--- config.mk ---
export PLATFORM = sky130hd
export DESIGN_NAME = ov5640_init_seq_flat
export DESIGN_NICKNAME = d
export VERILOG_FILES = /design/src/rtl/ov5640_pkg.sv /design/src/rtl/ov5640_init_seq_if.sv /design/src/rtl/ov5640_reg_rom.sv /design/src/rtl/ov5640_init_seq.sv /design/src/flat_wrapper.sv
export SDC_FILE = /design/constraint.sdc
export NUM_CORES = 1
export LEC_CHECK = 0
export CAP_MARGIN = 40
export CORE_MARGIN = 2
export CORE_UTILIZATION = 55
export DETAILED_ROUTE_END_ITERATION = 10
export PLACE_DENSITY_LB_ADDON = 0.08
export SLEW_MARGIN = 20
export SYNTH_ARGS = -nofsm -noshare
export SYNTH_HDL_FRONTEND = slang
export SYNTH_SLANG_ARGS = --single-unit
export TNS_END_PERCENT = 30
--- constraint.sdc ---
create_clock -name clk -period 7.3 [get_ports clk]
set_clock_uncertainty 0.2 [all_clocks]
set_input_delay 1.825 -clock clk [delete_from_list [all_inputs] [get_ports clk]]
set_output_delay 1.825 -clock clk [all_outputs]
set_load 0.01 [all_outputs]
--- src/rtl/ov5640_pkg.sv ---
// Shared definitions for the OV5640 register-table init sequencer.
package ov5640_pkg;

  typedef enum logic [2:0] {
    StIdle,
    StWaitPwr,
    StIssue,
    StWaitAck,
    StNext,
    StDly,
    StDone,
    StErr
  } init_state_e;

  localparam logic [15:0] SrstAddr     = 16'h3008;
  localparam logic [7:0]  SrstData     = 8'h82;
  localparam int unsigned RegNumDefault = 250;

endpackage

--- src/rtl/ov5640_init_seq_if.sv ---
// SCCB write-request bus between the init sequencer (master) and the SCCB engine (slave).
interface ov5640_init_seq_if;
  logic        sccb_start;
  logic [15:0] sccb_addr;
  logic [7:0]  sccb_data;
  logic        sccb_busy;
  logic        sccb_done;
  logic        sccb_nack;

  modport master (
    output sccb_start, sccb_addr, sccb_data,
    input  sccb_busy, sccb_done, sccb_nack
  );

  modport slave (
    input  sccb_start, sccb_addr, sccb_data,
    output sccb_busy, sccb_done, sccb_nack
  );
endinterface

--- src/rtl/ov5640_reg_rom.sv ---
// Combinational OV5640 init table: entry index -> {register address, register data}.
module ov5640_reg_rom (
  input  logic [7:0]  idx,
  output logic [15:0] addr,
  output logic [7:0]  data
);
  import ov5640_pkg::*;

  always_comb begin
    // Entries past the explicit head form a regular sweep of the 0x50xx ISP bank.
    addr = {8'h50, idx};
    data = ~idx;
    case (idx)
      8'd0:    begin addr = SrstAddr; data = SrstData; end
      8'd1:    begin addr = 16'h3008; data = 8'h42; end
      8'd2:    begin addr = 16'h3103; data = 8'h03; end
      8'd3:    begin addr = 16'h3017; data = 8'hff; end
      8'd4:    begin addr = 16'h3018; data = 8'hff; end
      8'd5:    begin addr = 16'h3034; data = 8'h1a; end
      8'd6:    begin addr = 16'h3037; data = 8'h13; end
      8'd7:    begin addr = 16'h3108; data = 8'h01; end
      8'd8:    begin addr = 16'h3630; data = 8'h36; end
      8'd9:    begin addr = 16'h3631; data = 8'h0e; end
      8'd10:   begin addr = 16'h3632; data = 8'he2; end
      8'd11:   begin addr = 16'h3633; data = 8'h12; end
      8'd12:   begin addr = 16'h3621; data = 8'he0; end
      8'd13:   begin addr = 16'h3704; data = 8'ha0; end
      8'd14:   begin addr = 16'h3703; data = 8'h5a; end
      8'd15:   begin addr = 16'h3715; data = 8'h78; end
      default: ;
    endcase
  end

endmodule

--- src/rtl/ov5640_init_seq.sv ---
// OV5640 init sequencer: walks the register table over SCCB after power-up.
// Optional NACK retry enabled by defining OV5640_INIT_RETRY_EN.
module ov5640_init_seq
  import ov5640_pkg::*;
#(
  parameter int unsigned REG_NUM   = RegNumDefault,
  parameter int unsigned SRST_WAIT = 50_000,
  parameter int unsigned MAX_RETRY = 3
) (
  input  logic              clk,
  input  logic              rst_n,
  input  logic              power_done,
  input  logic              cfg_restart,
  ov5640_init_seq_if.master sccb,
  output logic              init_done,
  output logic              init_err
);

`ifdef OV5640_INIT_RETRY_EN
  localparam bit RetryEn = 1'b1;
`else
  localparam bit RetryEn = 1'b0;
`endif

  // A zero limit turns every NACK into an immediate abort.
  localparam logic [7:0]  RetryLimit = RetryEn ? 8'(MAX_RETRY) : 8'd0;
  localparam logic [7:0]  LastIdx    = 8'(REG_NUM - 1);
  localparam logic [31:0] DlyLast    = 32'(SRST_WAIT - 1);

  init_state_e state_q, state_d;
  logic [7:0]  idx_q, idx_d;
  logic [7:0]  retry_q, retry_d;
  logic [31:0] dly_q, dly_d;
  logic        start_q, start_d;
  logic [15:0] addr_q, addr_d;
  logic [7:0]  data_q, data_d;
  logic [15:0] rom_addr;
  logic [7:0]  rom_data;

  ov5640_reg_rom u_rom (
    .idx  (idx_q),
    .addr (rom_addr),
    .data (rom_data)
  );

  always_comb begin
    state_d = state_q;
    idx_d   = idx_q;
    retry_d = retry_q;
    dly_d   = dly_q;
    start_d = 1'b0;
    addr_d  = addr_q;
    data_d  = data_q;

    // Power loss outranks everything, including a concurrent restart request.
    if (state_q != StIdle && !power_done) begin
      state_d = StWaitPwr;
      idx_d   = '0;
      retry_d = '0;
      dly_d   = '0;
    end else begin
      unique case (state_q)
        StIdle:    state_d = StWaitPwr;
        StWaitPwr: begin
          state_d = StIssue;
          idx_d   = '0;
          retry_d = '0;
        end
        StIssue: begin
          if (!sccb.sccb_busy) begin
            start_d = 1'b1;
            addr_d  = rom_addr;
            data_d  = rom_data;
            state_d = StWaitAck;
          end
        end
        StWaitAck: begin
          if (sccb.sccb_done) begin
            if (sccb.sccb_nack) begin
              if (retry_q < RetryLimit) begin
                retry_d = retry_q + 8'd1;
                state_d = StIssue;
              end else begin
                state_d = StErr;
              end
            end else if (addr_q == SrstAddr && data_q == SrstData) begin
              dly_d   = '0;
              state_d = StDly;
            end else begin
              state_d = StNext;
            end
          end
        end
        StDly: begin
          if (dly_q == DlyLast) begin
            dly_d   = '0;
            state_d = StNext;
          end else begin
            dly_d = dly_q + 32'd1;
          end
        end
        StNext: begin
          retry_d = '0;
          if (idx_q == LastIdx) begin
            state_d = StDone;
          end else begin
            idx_d   = idx_q + 8'd1;
            state_d = StIssue;
          end
        end
        StDone, StErr: begin
          if (cfg_restart) begin
            state_d = StIssue;
            idx_d   = '0;
            retry_d = '0;
          end
        end
        default: state_d = StIdle;
      endcase
    end
  end

  always_ff @(posedge clk or negedge rst_n) begin
    if (!rst_n) begin
      state_q <= StIdle;
      idx_q   <= '0;
      retry_q <= '0;
      dly_q   <= '0;
      start_q <= 1'b0;
      addr_q  <= '0;
      data_q  <= '0;
    end else begin
      state_q <= state_d;
      idx_q   <= idx_d;
      retry_q <= retry_d;
      dly_q   <= dly_d;
      start_q <= start_d;
      addr_q  <= addr_d;
      data_q  <= data_d;
    end
  end

  assign sccb.sccb_start = start_q;
  assign sccb.sccb_addr  = addr_q;
  assign sccb.sccb_data  = data_q;
  assign init_done       = (state_q == StDone);
  assign init_err        = (state_q == StErr);

endmodule

--- src/flat_wrapper.sv ---
// flat-port wrapper written by rule: the top's interface ports become plain ports
module ov5640_init_seq_flat import ov5640_pkg::*;
#(
  parameter int unsigned REG_NUM   = RegNumDefault,
  parameter int unsigned SRST_WAIT = 50_000,
  parameter int unsigned MAX_RETRY = 3
)
  (clk, rst_n, power_done, cfg_restart, init_done, init_err, sccb_sccb_start, sccb_sccb_addr, sccb_sccb_data, sccb_sccb_busy, sccb_sccb_done, sccb_sccb_nack);
  ov5640_init_seq_if sccb_i ();
  input  logic clk;
  input  logic rst_n;
  input  logic power_done;
  input  logic cfg_restart;
  output logic init_done;
  output logic init_err;
  output wire logic [$bits(sccb_i.sccb_start)-1:0] sccb_sccb_start;
  output wire logic [$bits(sccb_i.sccb_addr)-1:0] sccb_sccb_addr;
  output wire logic [$bits(sccb_i.sccb_data)-1:0] sccb_sccb_data;
  input wire logic [$bits(sccb_i.sccb_busy)-1:0] sccb_sccb_busy;
  input wire logic [$bits(sccb_i.sccb_done)-1:0] sccb_sccb_done;
  input wire logic [$bits(sccb_i.sccb_nack)-1:0] sccb_sccb_nack;
  assign sccb_sccb_start = sccb_i.sccb_start;
  assign sccb_sccb_addr = sccb_i.sccb_addr;
  assign sccb_sccb_data = sccb_i.sccb_data;
  assign sccb_i.sccb_busy = sccb_sccb_busy;
  assign sccb_i.sccb_done = sccb_sccb_done;
  assign sccb_i.sccb_nack = sccb_sccb_nack;
  ov5640_init_seq #(.REG_NUM(REG_NUM), .SRST_WAIT(SRST_WAIT), .MAX_RETRY(MAX_RETRY)) u_core (.clk(clk), .rst_n(rst_n), .power_done(power_done), .cfg_restart(cfg_restart), .sccb(sccb_i), .init_done(init_done), .init_err(init_err));
endmodule
After elaboration in Yosys (flattened, before gate mapping)
Index checks and enable logic that the tools add are counted.
{"block": "totals", "regBits": 76, "out_inout_bits": 27, "wordCells": 97, "inputBits": 7}
{"block": "op_classes", "order_cmp": 1, "n_eq_ne": 35, "n_reduce_logical": 18, "n_addsub": 3, "muxes": 30, "bitwise_logic": 3}
{"operator": "15-bit case mux with 15 select lines", "count": 1}
{"operator": "32-bit 2-to-1 mux", "count": 5}
{"operator": "8-bit case mux with 15 select lines", "count": 1}
{"operator": "8-bit by 4-bit equality test with 1-bit output (second input constant)", "count": 8}
{"operator": "32-bit case mux with 2 select lines", "count": 1}
{"operator": "8-bit 2-to-1 mux", "count": 7}
{"operator": "8-bit case mux with 3 select lines", "count": 2}
{"operator": "32-bit by 1-bit adder with 32-bit output (second input constant)", "count": 1}
{"operator": "32-bit by 16-bit equality test with 1-bit output (second input constant)", "count": 1}
{"operator": "8-bit by 3-bit equality test with 1-bit output (second input constant)", "count": 4}
{"operator": "3-bit 2-to-1 mux", "count": 8}
{"operator": "3-bit case mux with 7 select lines", "count": 1}
{"operator": "3-bit by 2-bit inequality test with 1-bit output (second input constant)", "count": 6}
{"operator": "8-bit by 1-bit adder with 8-bit output (second input constant)", "count": 2}
{"operator": "16-bit by 14-bit equality test with 1-bit output (second input constant)", "count": 1}
{"operator": "8-bit by 2-bit equality test with 1-bit output (second input constant)", "count": 2}
{"operator": "8-bit equality test (second input constant)", "count": 2}
{"operator": "3-bit equality test (second input constant)", "count": 4}
{"operator": "3-bit by 1-bit inequality test with 1-bit output (second input constant)", "count": 3}
{"operator": "8-bit by 1-bit equality test with 1-bit output (second input constant)", "count": 1}
{"operator": "8-bit logical NOT", "count": 1}
{"operator": "8-bit by 1-bit < comparator with 1-bit output (second input constant)", "count": 1}
{"operator": "8-bit inverter", "count": 1}
{"operator": "4-bit AND reduction", "count": 2}
{"operator": "12 further kinds", "count": 24}

Logic depth before layout (Yosys ltp)
Gate-level depths: netlist of run 1.
{"block": "depth", "depth_word": 7, "mapped_depth": 9, "mapped_depth_nobuf": 7}

Cells and area by module
Synthesis of run 1 repeated with hierarchy kept, for this count alone.
{"block": "unflattened", "hier_cells": 454, "area_unflattened_um2": 4135.2}
{"mod": "ov5640_init_seq", "n_inst": 1, "area_per_inst_um2": 3627.2, "cells_per_inst": 364, "seq_area_each_um2": 1701.6}
{"mod": "ov5640_reg_rom", "n_inst": 1, "area_per_inst_um2": 508.0, "cells_per_inst": 90, "seq_area_each_um2": 0.0}

Worst setup path after synthesis of run 1
Ideal clock, no wire load.
{"block": "synth_path", "path_type": "input port to flip-flop", "startpoint": "input port power_done", "endpoint": "register u_core.data_q[5], in the netlist u_core.sccb.sccb_data[5]", "path_buffers": 1, "arrival_ns": 2.854, "t_required_ns": 6.970, "path_slack_ns": 4.116, "setup_time_ns": 0.130, "cell_stages": 5, "path_cell_list": "clkbuf_1 > nand3_1 > a2111oi_2 > o21a_1 > a221oi_2"}
{"block": "synth_via", "elab_chain_len": 4}
{"element": "start, declared", "line": "flat_wrapper.sv:12", "rtl": "input logic power_done;"}
{"element": "1-bit logical NOT", "line": "ov5640_init_seq.sv:56", "rtl": "if (state_q != StIdle && !power_done) begin"}
{"element": "1-bit logical AND", "line": "ov5640_init_seq.sv:56"}
{"element": "1-bit inverter (no line)"}
{"element": "3-bit AND reduction (no line)"}
{"element": "end signal, assigned", "line": "ov5640_init_seq.sv:139", "rtl": "data_q <= data_d;"}
{"element": "end, declared", "line": "ov5640_init_seq.sv:36", "rtl": "logic [7:0] data_q, data_d;"}
No other way between the ends.
A chain may end at the register's enable or synchronous reset.

Final worst setup path of run 1
{"block": "layout_path", "startpoint": "input port power_done", "endpoint": "register u_core.data_q[2], in the netlist u_core.sccb.sccb_data[2]"}
The elaborated chain is that of the path after synthesis.

==> results of run 1 <==
## power by group
| group | switching (mW) | internal [mW] |
|---|---|---|
| Clock | 0.147 | 0.199 |
| Sequential | 0.0423 | 0.399 |
| Combinational | 0.112 | 0.117 |
| Total | 0.301 | 0.715 |
## placed cells by master (no fill, tap or decap), drive strengths merged, types with 9 or more instances in the layout
cell,instances
dfrtp,65
nand3,20
clkdlybuf4s50,30
clkbuf,10
nor2,41
nand4,9
o21ai,41
nand2,61
a31oi,39
inv,14
a21oi,33
nor4,10
## sequential cells by signal (all words and copies together), names as in the netlist
signal and count:
u_core.state_q 3, u_core.dly_q 32, u_core.sccb.sccb_addr 13, u_core.sccb.sccb_start 1, u_core.idx_q 8, u_core.sccb.sccb_data 8
## cells by family after synthesis
| kind of cell | Yosys count | synth area share [%] |
|---|---|---|
| AOI/OAI and AO/OA | 164 | 26.0 |
| xor gates and xnor gates | 1 | 0.216 |
| buffers and inverters | 53 | 6.75 |
| and+or+nand+nor | 189 | 24.6 |
| muxes | 3 | 0.770 |
| other | 1 | 0.0924 |
| adders and majority gates | 5 | 1.54 |
| DFF | 65 | 40.1 |
## worst max-delay path, stage by stage
cell and delay [ns]:
clkdlybuf4s50_1 0.66, nand3_1 0.38, buf_6 0.29, inv_1 0.36, o211ai_1 0.17, o22a_1 0.19
## through the flow
step	area, um^2	util, %	power (mW)	hold slack (ns)	setup slack [ns]
final	4560	63.2	1.02	0.312	3.47
after CTS	4520	62.7	1.02	0.305	3.32
after floorplan	4060	-	0.567	0.254	4.12
after detailed placement	4300	59.6	0.676	0.297	2.95
after global placement	4280	59.4	0.671	0.272	2.79
after global routing	4560	63.2	1.06	0.333	3.29
## layout make-up
type | count | area, um^2 | share of cell area [%]
clock buffer | 10 | 138 | 3.02
tap | 99 | 124 | 2.72
sequential | 65 | 1630 | 35.7
multi-input combinational | 364 | 2170 | 47.5
inverter | 14 | 52.6 | 1.15
timing repair buffer | 36 | 372 | 8.15
clock inverter | 5 | 80.1 | 1.76
## layer usage
layer	vias to the layer above	track usage (%)	part of all wire [%]
met5	-	0	0
met4	0	11.7	2.3
met3	22	3.60	4.1
met2	84	41.8	50
met1	1811	33.6	44
li1	1796	-	-
## worst max-delay path by stage
stage	slack [ns]	from	end	depth (start not counted)
2_1_floorplan	4.12	power_done	u_core.sccb.sccb_data[5]$_DFFE_PN0P_	5
3_3_place_gp	2.79	power_done	u_core.sccb.sccb_data[2]$_DFFE_PN0P_	5
3_5_place_dp	2.95	power_done	u_core.dly_q[30]$_DFFE_PN0P_	6
4_1_cts	3.32	power_done	u_core.dly_q[30]$_DFFE_PN0P_	6
5_1_grt	3.29	power_done	u_core.sccb.sccb_data[2]$_DFFE_PN0P_	6
6_report	3.47	power_done	u_core.sccb.sccb_data[2]$_DFFE_PN0P_	6
==> impl_metrics.toml, run 1 <==
[critical_path]
critPathMaxFanout = 17
crit_type = "primary input to flip-flop"
timing.rr.start = "u_core.idx_q[0]$_DFFE_PN0P_"
cp.required_ns = 7.35
worstRegToRegCells = 7
critPathArrivalTime_ns = 3.88
start_kind = "primary input"
endpoint_kind = "flip-flop"
regToRegSetupSlack_ns = 4.60
r2r_end = "u_core.sccb.sccb_addr[5]$_DFFE_PN0P_"

[hold_path]
hold_path_end = "u_core.dly_q[30]$_DFFE_PN0P_"
hold_path.startpoint = "u_core.dly_q[30]$_DFFE_PN0P_"
holdCritPathClass = "flip-flop to flip-flop"
whs_path_depth = 1

[detailed_routing]
drt_iter0_drc = 240
vias_per_cell = 6.26
drc = 0
wl_mm = 9.81
firstDrtPassIters = 5
ant_nets = 0
vias = 3713
avgRoutedWirePerCell_um = 16.5

[die]
start_util_pct = 56.3
core_mm2 = 0.00721
dieArea_mm2 = 0.00809
die_h_um = 89.9
die_w_um = 89.9
num_rows = 31
pin_count = 34

[clock_network]
clkLatencyLatePin_ns = 0.36
htreeDepth = 3
cts_made_buffers = 9
cts_hold_buf = 0
cts-root-buf = "clkbuf_8"
cts_buffer_depth = 2
tritoncts = "built"
path_clk_slew_ns = 0.08
cts_resized = 0
post-cts-setup-buffers = 0
clock-sinks = 65

[run]
cap_violations = 0

[yosys]
yosys-top-cells-count = "65 x dfrtp_1, 60 x nand2_1, 41 x nor2_1"
synth_cells = 481
yosysSeqAreaShare_pct = 40.1
synth_edf_count = 0
ys_top_cells_by_area = "dfrtp_1 40%, a31oi_1 6.0%, nand2_1 5.5%"
yosys.cell_count.top_type = "dfrtp_1"
ys_warn_count = 0
netlist_area_mm2 = 0.00406
async_reset_ff_share_pct = 100
syn_avg_cell_area_um2 = 8.44
synth_ff_type = "dfrtp_1"
synth.largest_area_cell = "dfrtp_1"
synth_seq_cells = 65
synthDominantCellAreaShare_pct = 40.1
yosys.cell_types.count = 70

[timing]
max_freq_mhz = 261
rsz0062_at_grt = "false"
min_period_ns = 3.83
setup_viol = 0
slew_violations = 0
relSlewSlack_pct = 44.7
hold_viol = 0
tns_ns = 0
worst_slew_pin_slew_ns = 0.830
fin_crit_sh_pct = 52.5

[layout]
n_fill_cell = 643
areaGrowthSynthToFinish_pct = 12.3
stdcell_count = 593
drive_above_1_share_pct = 8.50
nets = 502
antenna_cells = 0

[placement]
placed_cells = 576
hpwl_mm = 6.56
io_buffers = 31
place.gp.congestion = 0.848

[global_route]
grt_max_degree = 66
gr-total-overflow = 0
antenna_found_initial = 0
grt_pass1_vias = 3488
grt_pass1_wl_mm = 16.9
track_usage_pct = 25.4

[power]
powerDensity_mw_per_mm2 = 223
p_leak_nw = 1.83
ir_drop_mv = 0.0925

[run_status]
status = "finished, final reports clean"
No activity file was read; power rests on OpenSTA's default activity.
==> inputs of run 2 (changes only) <==
CORE_UTILIZATION = 53   (was 55)
clock period = 3.5 ns   (was 7.3 ns; I/O delays follow)
==> impl_metrics.toml, run 2 (synthesis gave the netlist of run 1 again) <==
[placement]
io_buffers = 31
hpwl_mm = 6.71
placed_area_mm2 = 0.00437
place.gp.congestion = 0.939

[critical_path]
critPathMaxFanout = 18
start_kind = "flip-flop"
r2r_end = "u_core.sccb.sccb_addr[5]$_DFFE_PN0P_"
crit_type = "flip-flop to primary output"
timing.rr.start = "u_core.idx_q[0]$_DFFE_PN0P_"
cp.required_ns = 2.42
endpoint_kind = "primary output"
worstRegToRegCells = 7
critPathArrivalTime_ns = 1.76
regToRegSetupSlack_ns = 0.86

[power]
ir_drop_mv = 0.210
total_power_mw = 2.06
p_leak_nw = 1.85
powerDensity_mw_per_mm2 = 450

[detailed_routing]
vias = 3718
firstDrtPassIters = 5
avgRoutedWirePerCell_um = 16.2
vias_per_cell = 6.19
drt_iter0_drc = 185
wl_mm = 9.76
ant_nets = 0
drc = 0

[timing]
hold_viol = 0
rsz0062_at_grt = "false"
worst_slew_pin_slew_ns = 0.719
max_freq_mhz = 352
min_period_ns = 2.84
tns_ns = 0
setup_viol = 0
relSlewSlack_pct = 51.6
fin_crit_sh_pct = 81.1
slew_violations = 0

[clock_network]
post-cts-setup-buffers = 0
cts_hold_buf = 0
cts_resized = 0
cts-root-buf = "clkbuf_8"
path_clk_slew_ns = 0.08
cts_made_buffers = 9
htreeDepth = 3
clock-sinks = 65
clkLatencyLatePin_ns = 0.35
cts_buffer_depth = 2
tritoncts = "built"

[global_route]
busiest_layer = "met2"
grt_pass1_wl_mm = 17.1
grt_pass1_vias = 3425
gr-total-overflow = 0
grt_util_met1_pct = 34.3
use_met2_pct = 40.1
grt_max_degree = 33
use_met3_pct = 3.57
track_usage_pct = 24.9
antenna_found_initial = 0

[die]
core_mm2 = 0.00733
dieArea_mm2 = 0.00838
die_h_um = 91.5
num_rows = 31
start_util_pct = 55.4
die_w_um = 91.5
pin_count = 34

[run]
cap_violations = 0

[layout]
top_register = "u_core.dly_q"
areaGrowthSynthToFinish_pct = 12.8
drive_above_1_share_pct = 9.76
final_area_mm2 = 0.00458
n_fill_cell = 650
final_cell_mix = "65 x dfrtp_1, 60 x nand2_1, 41 x nor2_1"
layout_commonest_cell = "dfrtp_1"
largest_register_ffs = 32
antenna_cells = 0
nets = 509

[hold_path]
holdCritPathClass = "primary input to async pin"

[run_status]
status = "finished, final reports clean"
## run 2: cell types whose count changed in the layout (fill, tap and decap cells not counted), sizes merged
cell      before  now
buf            6   13
clkinvlp       2    3
bufinv         2    1
inv           14   15
## run 2: final cells by class
cell class / count / area [um^2] / area share, %
Tap cell: 99 / 124 / 2.71
Sequential cell: 65 / 1630 / 35.5
Clock inverter: 6 / 66.3 / 1.45
Multi-Input combinational cell: 364 / 2160 / 47.3
Inverter: 14 / 52.6 / 1.15
Timing Repair Buffer: 43 / 408 / 8.91
Clock buffer: 10 / 138 / 3.01
## run 2: worst max-delay path: stages (launching register included)
cell,delay (ns)
dfrtp_1,0.66
and3_1,0.23
clkdlybuf4s50_1,0.54
## run 2: per-stage QoR
stage	setup slack [ns]	util, %	std cells	hold WS (ns)
5_1_grt	0.571	62.5	601	0.293
4_1_cts	0.662	62.5	601	0.268
3_3_place_gp	0.605	59.7	585	0.267
3_5_place_dp	0.554	59.7	585	0.286
6_report	0.661	62.5	601	0.257
2_1_floorplan	1.15	-	482	0.254
## run 2: how the worst max path moves through the flow
stage,slack (ns),endpoint,start,cells past startpoint
after floorplan,1.15,u_core.sccb.sccb_data[1]$_DFFE_PN0P_,u_core.idx_q[0]$_DFFE_PN0P_,8
after global placement,0.60,u_core.dly_q[28]$_DFFE_PN0P_,power_done,7
after detailed placement,0.55,u_core.dly_q[31]$_DFFE_PN0P_,power_done,7
after CTS,0.66,init_err,u_core.state_q[2]$_DFFE_PN0P_,2
after global routing,0.57,init_done,u_core.state_q[2]$_DFFE_PN0P_,3
final,0.66,init_err,u_core.state_q[2]$_DFFE_PN0P_,2
## run 2: layer usage
| layer | share of wire (%) | routed length [um] |
|---|---|---|
| met1 | 44 | 4270 |
| met2 | 49 | 4800 |
| met3 | 5.3 | 513 |
| met4 | 1.8 | 178 |
| met5 | 0 | 0 |
## run 2: report_power, final
part | internal [mW] | total [mW] | switching, mW
Combinational | 0.242 | 0.471 | 0.229
Sequential | 0.833 | 0.924 | 0.0911
Clock | 0.349 | 0.665 | 0.316
==> inputs of run 3 (changes only) <==
clock period = 2.4 ns   (was 3.5 ns; I/O delays follow)
==> impl_metrics.toml, run 3 (synthesis gave the netlist of run 1 again) <==
[run_status]
status = "finished, final reports clean"

[hold_path]
holdCritPathClass = "primary input to async pin"

[critical_path]
cpMaxStageDelayCell = "clkdlybuf4s50_1"
regToRegSetupSlack_ns = 0.08
worstRegToRegCells = 7
crit_type = "flip-flop to primary output"
cp_cell_sequence = "and3_1 > clkdlybuf4s50_1"
endpoint_kind = "primary output"
slowest_delay_ns = 0.53
critPathMaxFanout = 12
r2r_end = "u_core.sccb.sccb_data[1]$_DFFE_PN0P_"
critPathArrivalTime_ns = 1.53
cp.required_ns = 1.60
timing.rr.start = "u_core.idx_q[1]$_DFFE_PN0P_"
start_kind = "flip-flop"

[power]
ir_drop_mv = 0.302
switching_share_pct = 31.6
total_power_mw = 2.95
p_switching_mw = 0.933
clkPwrFrac_pct = 28.9
seq_power_share_pct = 45.4
powerDensity_mw_per_mm2 = 597
comb_power_share_pct = 25.7
p_leak_nw = 2.08
internal_power_mw = 2.02

[die]
core_mm2 = 0.00733
die_w_um = 91.5
dieArea_mm2 = 0.00838
num_rows = 31
die_h_um = 91.5
pin_count = 34
start_util_pct = 55.4

[clock_network]
clkLatencyLatePin_ns = 0.35
clock-sinks = 65
htreeDepth = 3
path_clk_slew_ns = 0.08
cts_buffer_depth = 2
tritoncts = "built"
cts_made_buffers = 9
cts-root-buf = "clkbuf_8"

[global_route]
grt_pass1_vias = 3729
gr-total-overflow = 0
grt_max_degree = 66
antenna_found_initial = 0
grt_pass1_wl_mm = 18.2
track_usage_pct = 26.6

[timing]
hold_viol = 0
max_freq_mhz = 428
tns_ns = 0
min_period_ns = 2.33
setup_viol = 0
slew_violations = 0
hold_ws_ns = 0.0390
fin_crit_sh_pct = 97.3

[placement]
io_buffers = 31
hpwl_mm = 7.32
place.gp.congestion = 0.980
placed_area_mm2 = 0.00472

[layout]
layout_commonest_cell = "dfrtp_1"
top_register = "u_core.dly_q"
nets = 551
final_area_mm2 = 0.00494
final_cell_mix = "61 x dfrtp_1, 60 x nand2_1, 50 x buf_4"
drive_above_1_share_pct = 18.4
largest_register_ffs = 32
areaGrowthSynthToFinish_pct = 21.8
antenna_cells = 0

[detailed_routing]
vias_per_cell = 6.07
avgRoutedWirePerCell_um = 16.3
drc = 0
wl_mm = 10.5
vias = 3902
ant_nets = 0
firstDrtPassIters = 5
drt_iter0_drc = 240

[run]
cap_violations = 0
==> run 3: cell type report <==
type | instances | area (um^2)
flip-flops and latches | 65 | 1630
well taps | 99 | 124
fillers | 597 | 2390
multi-input cells | 364 | 2200
clock buffers | 11 | 141
repair buffers | 85 | 761
clock inverters | 5 | 31.3
inverters | 14 | 52.6
==> run 3: worst max-delay path, delay by kind of cell, from the launching register on <==
kind	cells	cell delay, ns
flops	1	0.48
buf+inv	1	0.53
simple gates	1	0.18
==> run 3: how the worst max path moves through the flow <==
| stage | startpoint | to | slack, ns |
|---|---|---|---|
| finish | u_core.state_q[0]$_DFFE_PN0P_ | init_err | 0.07 |
| global route | u_core.dly_q[29]$_DFFE_PN0P_ | u_core.state_q[0]$_DFFE_PN0P_ | -0.01 |
| CTS | u_core.dly_q[26]$_DFFE_PN0P_ | u_core.state_q[0]$_DFFE_PN0P_ | 0.05 |
| detailed placement | power_done | u_core.dly_q[13]$_DFFE_PN0P_ | -0.12 |
| global placement | power_done | u_core.dly_q[30]$_DFFE_PN0P_ | -0.02 |
| floorplan | u_core.idx_q[0]$_DFFE_PN0P_ | u_core.sccb.sccb_data[1]$_DFFE_PN0P_ | 0.05 |
==> run 3: power by group through the flow <==
| stage | sequential [mW] | clock (mW) | combinational [mW] |
|---|---|---|---|
| after floorplan | 1.36 | 0 | 0.362 |
| after global placement | 1.35 | 0 | 0.752 |
| after detailed placement | 1.36 | 0 | 0.758 |
| after CTS | 1.34 | 0.869 | 0.759 |
| after global routing | 1.36 | 0.920 | 0.829 |
| final | 1.34 | 0.851 | 0.759 |
==> run 3: metal layers <==
layer | routed length (um) | track usage, % | vias to the layer above
li1 | - | - | 1887
met1 | 4540 | 35.7 | 1857
met2 | 5120 | 43.2 | 133
met3 | 520 | 3.82 | 25
met4 | 317 | 10.7 | 0
met5 | 0 | 0 | -
==> run 3: repair_timing <==
action / 4_1_cts / 5_1_grt
pin swaps: 0 / 1
hold buffers: 0 / 0
endpoints found under the setup margin: 4 / 6
buffers inserted: 0 / 1
resized for setup: 4 / 8
==> run 3: stage by stage <==
stage	std cells	setup WS, ns	utilization, %
after floorplan	482	0.0468	-
after detailed placement	626	-0.117	64.4
after global placement	626	-0.0164	64.4
final	643	0.0659	67.4
after global routing	643	-0.0134	67.4
after CTS	642	0.0461	66.8
